[src/rtl/data_mem_sync.sv]
// Single-port synchronous data memory with byte-lane writes,
// self-zeroing init sequence, range checking and 1-cycle reads.
module data_mem_sync #(
  parameter int DATA_W = 16,
  parameter int ADDR_W = 16,
  parameter int DEPTH  = 64
) (
  input  logic                clk,
  input  logic                rst_n,
  input  logic                clr,
  input  logic                req,
  input  logic                we,
  input  logic [ADDR_W-1:0]   addr,
  input  logic [DATA_W-1:0]   din,
  input  logic [DATA_W/8-1:0] be,
  output logic                ready,
  output logic                rvalid,
  output logic [DATA_W-1:0]   dout,
  output logic                err,
  output logic                init_done
);

  localparam int BE_W  = DATA_W / 8;
  localparam int CNT_W = (DEPTH > 1) ? $clog2(DEPTH) : 1;

  typedef enum logic {
    INIT,
    IDLE
  } state_e;

  state_e             state_q, state_d;
  logic [CNT_W-1:0]   cnt_q, cnt_d;
  logic [DATA_W-1:0]  mem_q [DEPTH];
  logic [DATA_W-1:0]  dout_q, dout_d;
  logic               rvalid_q, rvalid_d;
  logic               err_q, err_d;
  logic               accept;
  logic               in_range;
  logic               init_last;
  logic [CNT_W-1:0]   idx;

  // Full-width compare so high address bits never alias into the array.
  assign in_range  = {1'b0, addr} < (ADDR_W+1)'(DEPTH);
  assign idx       = addr[CNT_W-1:0];
  assign init_last = (cnt_q == CNT_W'(DEPTH - 1));

  // Next-state, init counter, handshake outputs and accept decision.
  always_comb begin
    state_d   = state_q;
    cnt_d     = cnt_q;
    ready     = 1'b0;
    init_done = 1'b0;
    accept    = 1'b0;
    unique case (state_q)
      INIT: begin
        if (clr) begin
          cnt_d = '0;
        end else if (init_last) begin
          state_d = IDLE;
          cnt_d   = '0;
        end else begin
          cnt_d = cnt_q + 1'b1;
        end
      end
      IDLE: begin
        ready     = 1'b1;
        init_done = 1'b1;
        accept    = req && !clr;
        if (clr) begin
          state_d = INIT;
          cnt_d   = '0;
        end
      end
      default: begin
        state_d = INIT;
        cnt_d   = '0;
      end
    endcase
  end

  // Response pulses and held read data for the next cycle.
  always_comb begin
    rvalid_d = accept && !we;
    err_d    = accept && !in_range;
    dout_d   = dout_q;
    if (accept && !we) begin
      dout_d = in_range ? mem_q[idx] : '0;
    end
  end

  // FSM and response registers; reset kills any in-flight response.
  always_ff @(posedge clk or negedge rst_n) begin
    if (!rst_n) begin
      state_q  <= INIT;
      cnt_q    <= '0;
      dout_q   <= '0;
      rvalid_q <= 1'b0;
      err_q    <= 1'b0;
    end else begin
      state_q  <= state_d;
      cnt_q    <= cnt_d;
      dout_q   <= dout_d;
      rvalid_q <= rvalid_d;
      err_q    <= err_d;
    end
  end

  // Storage array: zero-fill during init, byte-lane writes when idle.
  always_ff @(posedge clk) begin
    if (state_q == INIT) begin
      mem_q[cnt_q] <= '0;
    end else if (accept && we && in_range) begin
      for (int i = 0; i < BE_W; i++) begin
        if (be[i]) begin
          mem_q[idx][8*i +: 8] <= din[8*i +: 8];
        end
      end
    end
  end

  assign rvalid = rvalid_q;
  assign err    = err_q;
  assign dout   = dout_q;

endmodule

[config.mk]
export PLATFORM = sky130hd
export DESIGN_NAME = data_mem_sync
export DESIGN_NICKNAME = d
export VERILOG_FILES = /design/src/rtl/data_mem_sync.sv
export SDC_FILE = /design/constraint.sdc
export NUM_CORES = 1
export LEC_CHECK = 0
export ABC_AREA = 1
export ABC_CLOCK_PERIOD_IN_PS = 4400
export BUFFER_PORTS_ARGS = -buffer_cell sky130_fd_sc_hd__buf_2
export CORE_MARGIN = 8
export CORE_UTILIZATION = 35
export CTS_CLUSTER_DIAMETER = 100
export DETAILED_ROUTE_END_ITERATION = 10
export HOLD_SLACK_MARGIN = 0.06
export PLACE_DENSITY = 0.45
export SLEW_MARGIN = 30
export SYNTH_ARGS = -nofsm -noshare
export SYNTH_HDL_FRONTEND = slang
export SYNTH_SLANG_ARGS = --single-unit
[constraint.sdc]
create_clock -name clk -period 4.4 [get_ports clk]
set_input_delay 0.88 -clock clk [delete_from_list [all_inputs] [get_ports clk]]
set_output_delay 0.88 -clock clk [all_outputs]
set_load 0.1 [all_outputs]
Yosys cells after proc, flatten, opt, wreduce, memory -nomap -nowiden
Memories as Yosys holds them, arrays and structs flattened.
Index checks and enable logic that the tools add are counted.
Widths: inputs -> output; s select.
Word-level totals
  register bits: 25
  RAM bits: 1024
  output and inout bits: 20
  logic and storage cells: 43
  memories: 1
  input port bits: 39
Cells by class
  order comparisons: 1
  add/subtract/negate cells: 1
  equal/unequal tests: 2
  bitwise gates (word level): 1
  muxes and demuxes: 23
  reductions and logical operators: 9
Memory list
  mem_q: depth 64, width 16, rd ports 1, clocked after memory_dff 0, write ports 1, line 33  | logic [DATA_W-1:0] mem_q [DEPTH];
Operators by type and width (count)
  $mux 16: 2
  $mux 6: 4
  $lt 16x7->1 const B: 1
  $reduce_or 16->1: 1
  $mux 1: 14
  $pmux 6 s2: 1
  $add 6x1->6 const B: 1
  $eq 6x6->1 const B: 1
  $logic_and 1x1->1: 5
  $logic_not 1->1: 3
  $mux 2: 1
  $ne 2x2->1 const B: 1
  $pmux 1 s2: 1
  $not 1->1: 1

Longest topological paths before layout
  depth after elaboration: 10
  gate-level depth with buffers: 14
  depth with buffers taken out: 12

Worst setup path before layout
OpenSTA, ideal clock, no wires.
  path kind: reg2reg
  start point: register state_q
  end point: memory mem_q[0][10] (data pin)
  stages on the path, launching flop included: 10
  period minus slack after synthesis: 4.029 ns
  library setup time: 0.500 ns
  data arrival time: 3.529 ns
  slack: 0.371 ns
  path buffers: 3
  path through: dfrtp_1 > buf_4 > inv_2 > nor2_4 > nand2_2 > nor2_4 > nand3_2 > buf_4 > clkbuf_1 > nor2_1
Between the ends
  cells in the longest elaborated chain, start to end: 8
RTL lines
  start: declaration: line 31  | state_e state_q, state_d;
  start signal: assignment: line 100  | state_q <= state_d;
  $mux 1: line 54  | unique case (state_q)
  $logic_and 1x1->1 (2 in series): line 112  | end else if (accept && we && in_range) begin
  $mux 1: line 112
  $mux 1: line 110  | if (state_q == INIT) begin
  $mux 1 (implied by the code): line 115  | mem_q[idx][8*i +: 8] <= din[8*i +: 8];
  $reduce_or 16->1 (no source line) *
  $mux 16 (no source line) *
  end: declaration: line 33
Every way passes the cells marked *; elsewhere a longest branch is shown, timed or not.

Worst setup path after layout
  start point: register state_q
  end point: memory mem_q[43][12] (enable)
Between the ends
  cells in the longest elaborated chain, start to end: 8
RTL lines (line)
  $mux 1: 54
  $logic_and 1x1->1 (2 in series): 112
  $mux 1: 112
  $mux 1: 110
  $mux 1 (implied by the code): 115
  $reduce_or 16->1 (no source line)
  $mux 6 (no source line) / $mux 2 (equally long branches)
Parallel ways exist; a longest one is shown, timed or not.

==> impl_metrics.ini <==
[outcome]
status = finished clean

[floorplan]
die_area_sq_um = 135000
fp.dieH_um = 368
core_region_area_sq_um = 123000
num_io_pins = 59
die_w_um = 368
start_util_pct = 35.2
num_rows = 129

[sta]
finalCritPeriodShare_pct = 78.2
fmax_mhz = 291
postLayoutSetupSlackWorst_ns = 0.959
period_needed_ns = 3.44
tns_ns = 0
tightest_slew_ns = 0.923
slew_headroom_pct = 38.2
drv_slew = 0
hold_viol_final = 0
clock_skew_ns = 0.0252
finalSetupViolations = 0
grt_setup_unrepaired = false

[clock_tree]
cts_resized = 0
post_cts_buffers = 0
clk_path_buf_depth = 3
cts-htree-levels = 3
cts_hold_buf = 0
root_buffer = clkbuf_16
clkSinkCount = 1049
clock_latency_ns = 0.70
numCtsBuffers = 113
path_clk_slew_ns = 0.06
cts_tree = yes

[worst_hold_path]
worstHoldPathType = primary input to asynchronous set/reset pin

[setup_path]
worstPathRequired_ns = 4.70
end_kind = flip-flop
critical_path_class = flip-flop to flip-flop
arrival_ns = 3.74
critPathMaxFanout = 11
crit_path_start_kind = flip-flop

[synthesis]
yosysWarnings = 0
syn-num-nets = 3892
synth-seq-area-share_pct = 72.4
yosys.cell_types.count = 32
synth_edf_count = 1024
ys.flop_type = edfxtp_1
ys_seq_elements = 1049
synth_area_sq_um = 43300
syn_area_per_cell_sq_um = 11.3
synthArstFlopShare_pct = 2.38
synth_cells = 3852

[drt]
drtPass1Iterations = 7
viasPerCell = 5.06
drc = 0
vias = 28600
wire_per_inst_um = 23.4
routed_wirelength_um = 133000
drt_iter0_markers = 2694
antenna_left = 0

[global_routing]
grt_antenna_before_repair = 5
grt_pass1_wl_um = 194000
grt_max_degree = 121
grt_pass1_vias = 28300
overflow = 0
grt.total_usage_pct = 19.1

[placed_design]
hpwl_um = 83100
gp_congestion = 0.799
portBuffers = 58
pre_cts_slack_ns = 0.560

[finish]
area_growth_pct = 15.6
insertedDiodeCount = 0
drive_gt1_share_pct = 10.4
nets = 3968

[pwr]
powerDensity_nw_per_um2 = 429
ir_worst_vdd_mv = 0.322
p_leak_nw = 19.0

[run]
maxCapViolCount = 0
-- cell usage after synthesis (2+ instances only) --
library cell     n  area [sq um]
nand2_2          3          18.8
buf_1           29           109
nor3_1           5          25.0
o21ai_0          3          15.0
dfrtp_1         25           626
o21ai_1          2          10.0
o22ai_1          3          18.8
buf_2           76           380
edfxtp_1      1024         30700
inv_1           38           143
nor2_1         153           574
clkinv_1         3          11.3
nor2_2           8          50.1
o21ai_4          2          32.5
nand2_1       1442          5410
xor2_1           2          17.5
clkbuf_1       130           488
nand4_1          8          50.1
nor2_4          11           124
inv_2            3          11.3
nand3_1        866          4330
buf_4            6          45.0
-- power by group --
part | switching [mW] | total [mW] | internal (mW)
clock network | 3.90 | 9.49 | 5.59
registers | 0.0162 | 10.9 | 10.9
logic | 0.826 | 1.12 | 0.296
-- layer usage --
layer / GRT usage, % / vias up / routed length (um)
li1: - / 13500 / -
met2: 30.1 / 773 / 61100
met3: 2.70 / 160 / 6750
met5: 0 / - / 0
met4: 5.18 / 0 / 3580
met1: 27.6 / 14200 / 61300
-- cells in the final DEF, fill, tap and decap left out, types with 2 or more instances in the layout --
master / n
nand2_1: 1442
edfxtp_1: 1024
nand3_1: 866
nor2_1: 136
clkbuf_16: 116
buf_4: 105
buf_2: 55
buf_12: 41
inv_1: 36
clkbuf_1: 28
nor2_4: 27
dfrtp_1: 25
clkinv_2: 24
clkinv_1: 23
bufinv_16: 12
nor2_2: 9
nand4_1: 8
nor3_1: 5
clkbuf_8: 5
inv_2: 4
nand2_2: 3
o21ai_0: 3
o22ai_1: 3
clkinvlp_4: 3
o21ai_1: 2
o21ai_4: 2
xor2_1: 2
buf_8: 2
-- sequential cells by signal (all words and copies together), names as in the netlist --
signal and count:
mem_q 1024, cnt_q 6, dout 16, rvalid 1, err 1, state_q 1
-- final timing paths --
check,start,cells past startpoint,end,slack [ns]
max reg2reg,state_q,11,mem_q[43][12],0.96
min,rst_n,1,rvalid,0.27
min in group clk,clr,2,state_q,0.45
max in group asynchronous,rst_n,1,dout[13],3.60
min reg2reg,dout[11],2,dout[11],0.48
max,state_q,11,mem_q[43][12],0.96
-- critical path, stage by stage (launching register included) --
cell,delay (ns)
dfrtp_1,0.53
inv_2,0.10
nor2_4,0.10
nand2_2,0.08
nor2_4,0.27
nand3_2,0.30
nand2_1,0.12
o21ai_1,0.17
nor2_2,0.32
buf_4,0.26
nand2_1,0.16
nor2_1,0.62
-- kinds of logic after synthesis --
| kind of cell | count (synthesis) | share of synthesized area, % |
|---|---|---|
| buf+inv | 287 | 2.78 |
| simple gates | 2500 | 24.5 |
| compound gates | 12 | 0.214 |
| fa+ha+maj | 1 | 0.0289 |
| xor+xnor | 3 | 0.0606 |
| flops | 1049 | 72.4 |
-- stage by stage --
step / area, sq um / hold slack (ns) / util, % / std cells / total power, mW
floorplan: 43300 / 0.540 / - / 3852 / 11.8
global placement: 46400 / 0.463 / 37.6 / 5450 / 12.2
detailed placement: 46400 / 0.461 / 37.6 / 5450 / 12.2
CTS: 50100 / 0.239 / 40.6 / 5661 / 21.7
global route: 50100 / 0.284 / 40.6 / 5661 / 22.2
finish: 50100 / 0.270 / 40.6 / 5661 / 21.5
-- final cells by class --
type / count / area, sq um
Clock buffer: 149 / 3080
Clock inverter: 62 / 607
Fill cell: 11900 / 73200
Inverter: 45 / 195
Multi-Input combinational cell: 2516 / 10900
Sequential cell: 1049 / 31400
Tap cell: 1637 / 2050
Timing Repair Buffer: 203 / 1910
No activity file was read; power rests on OpenSTA's default activity.
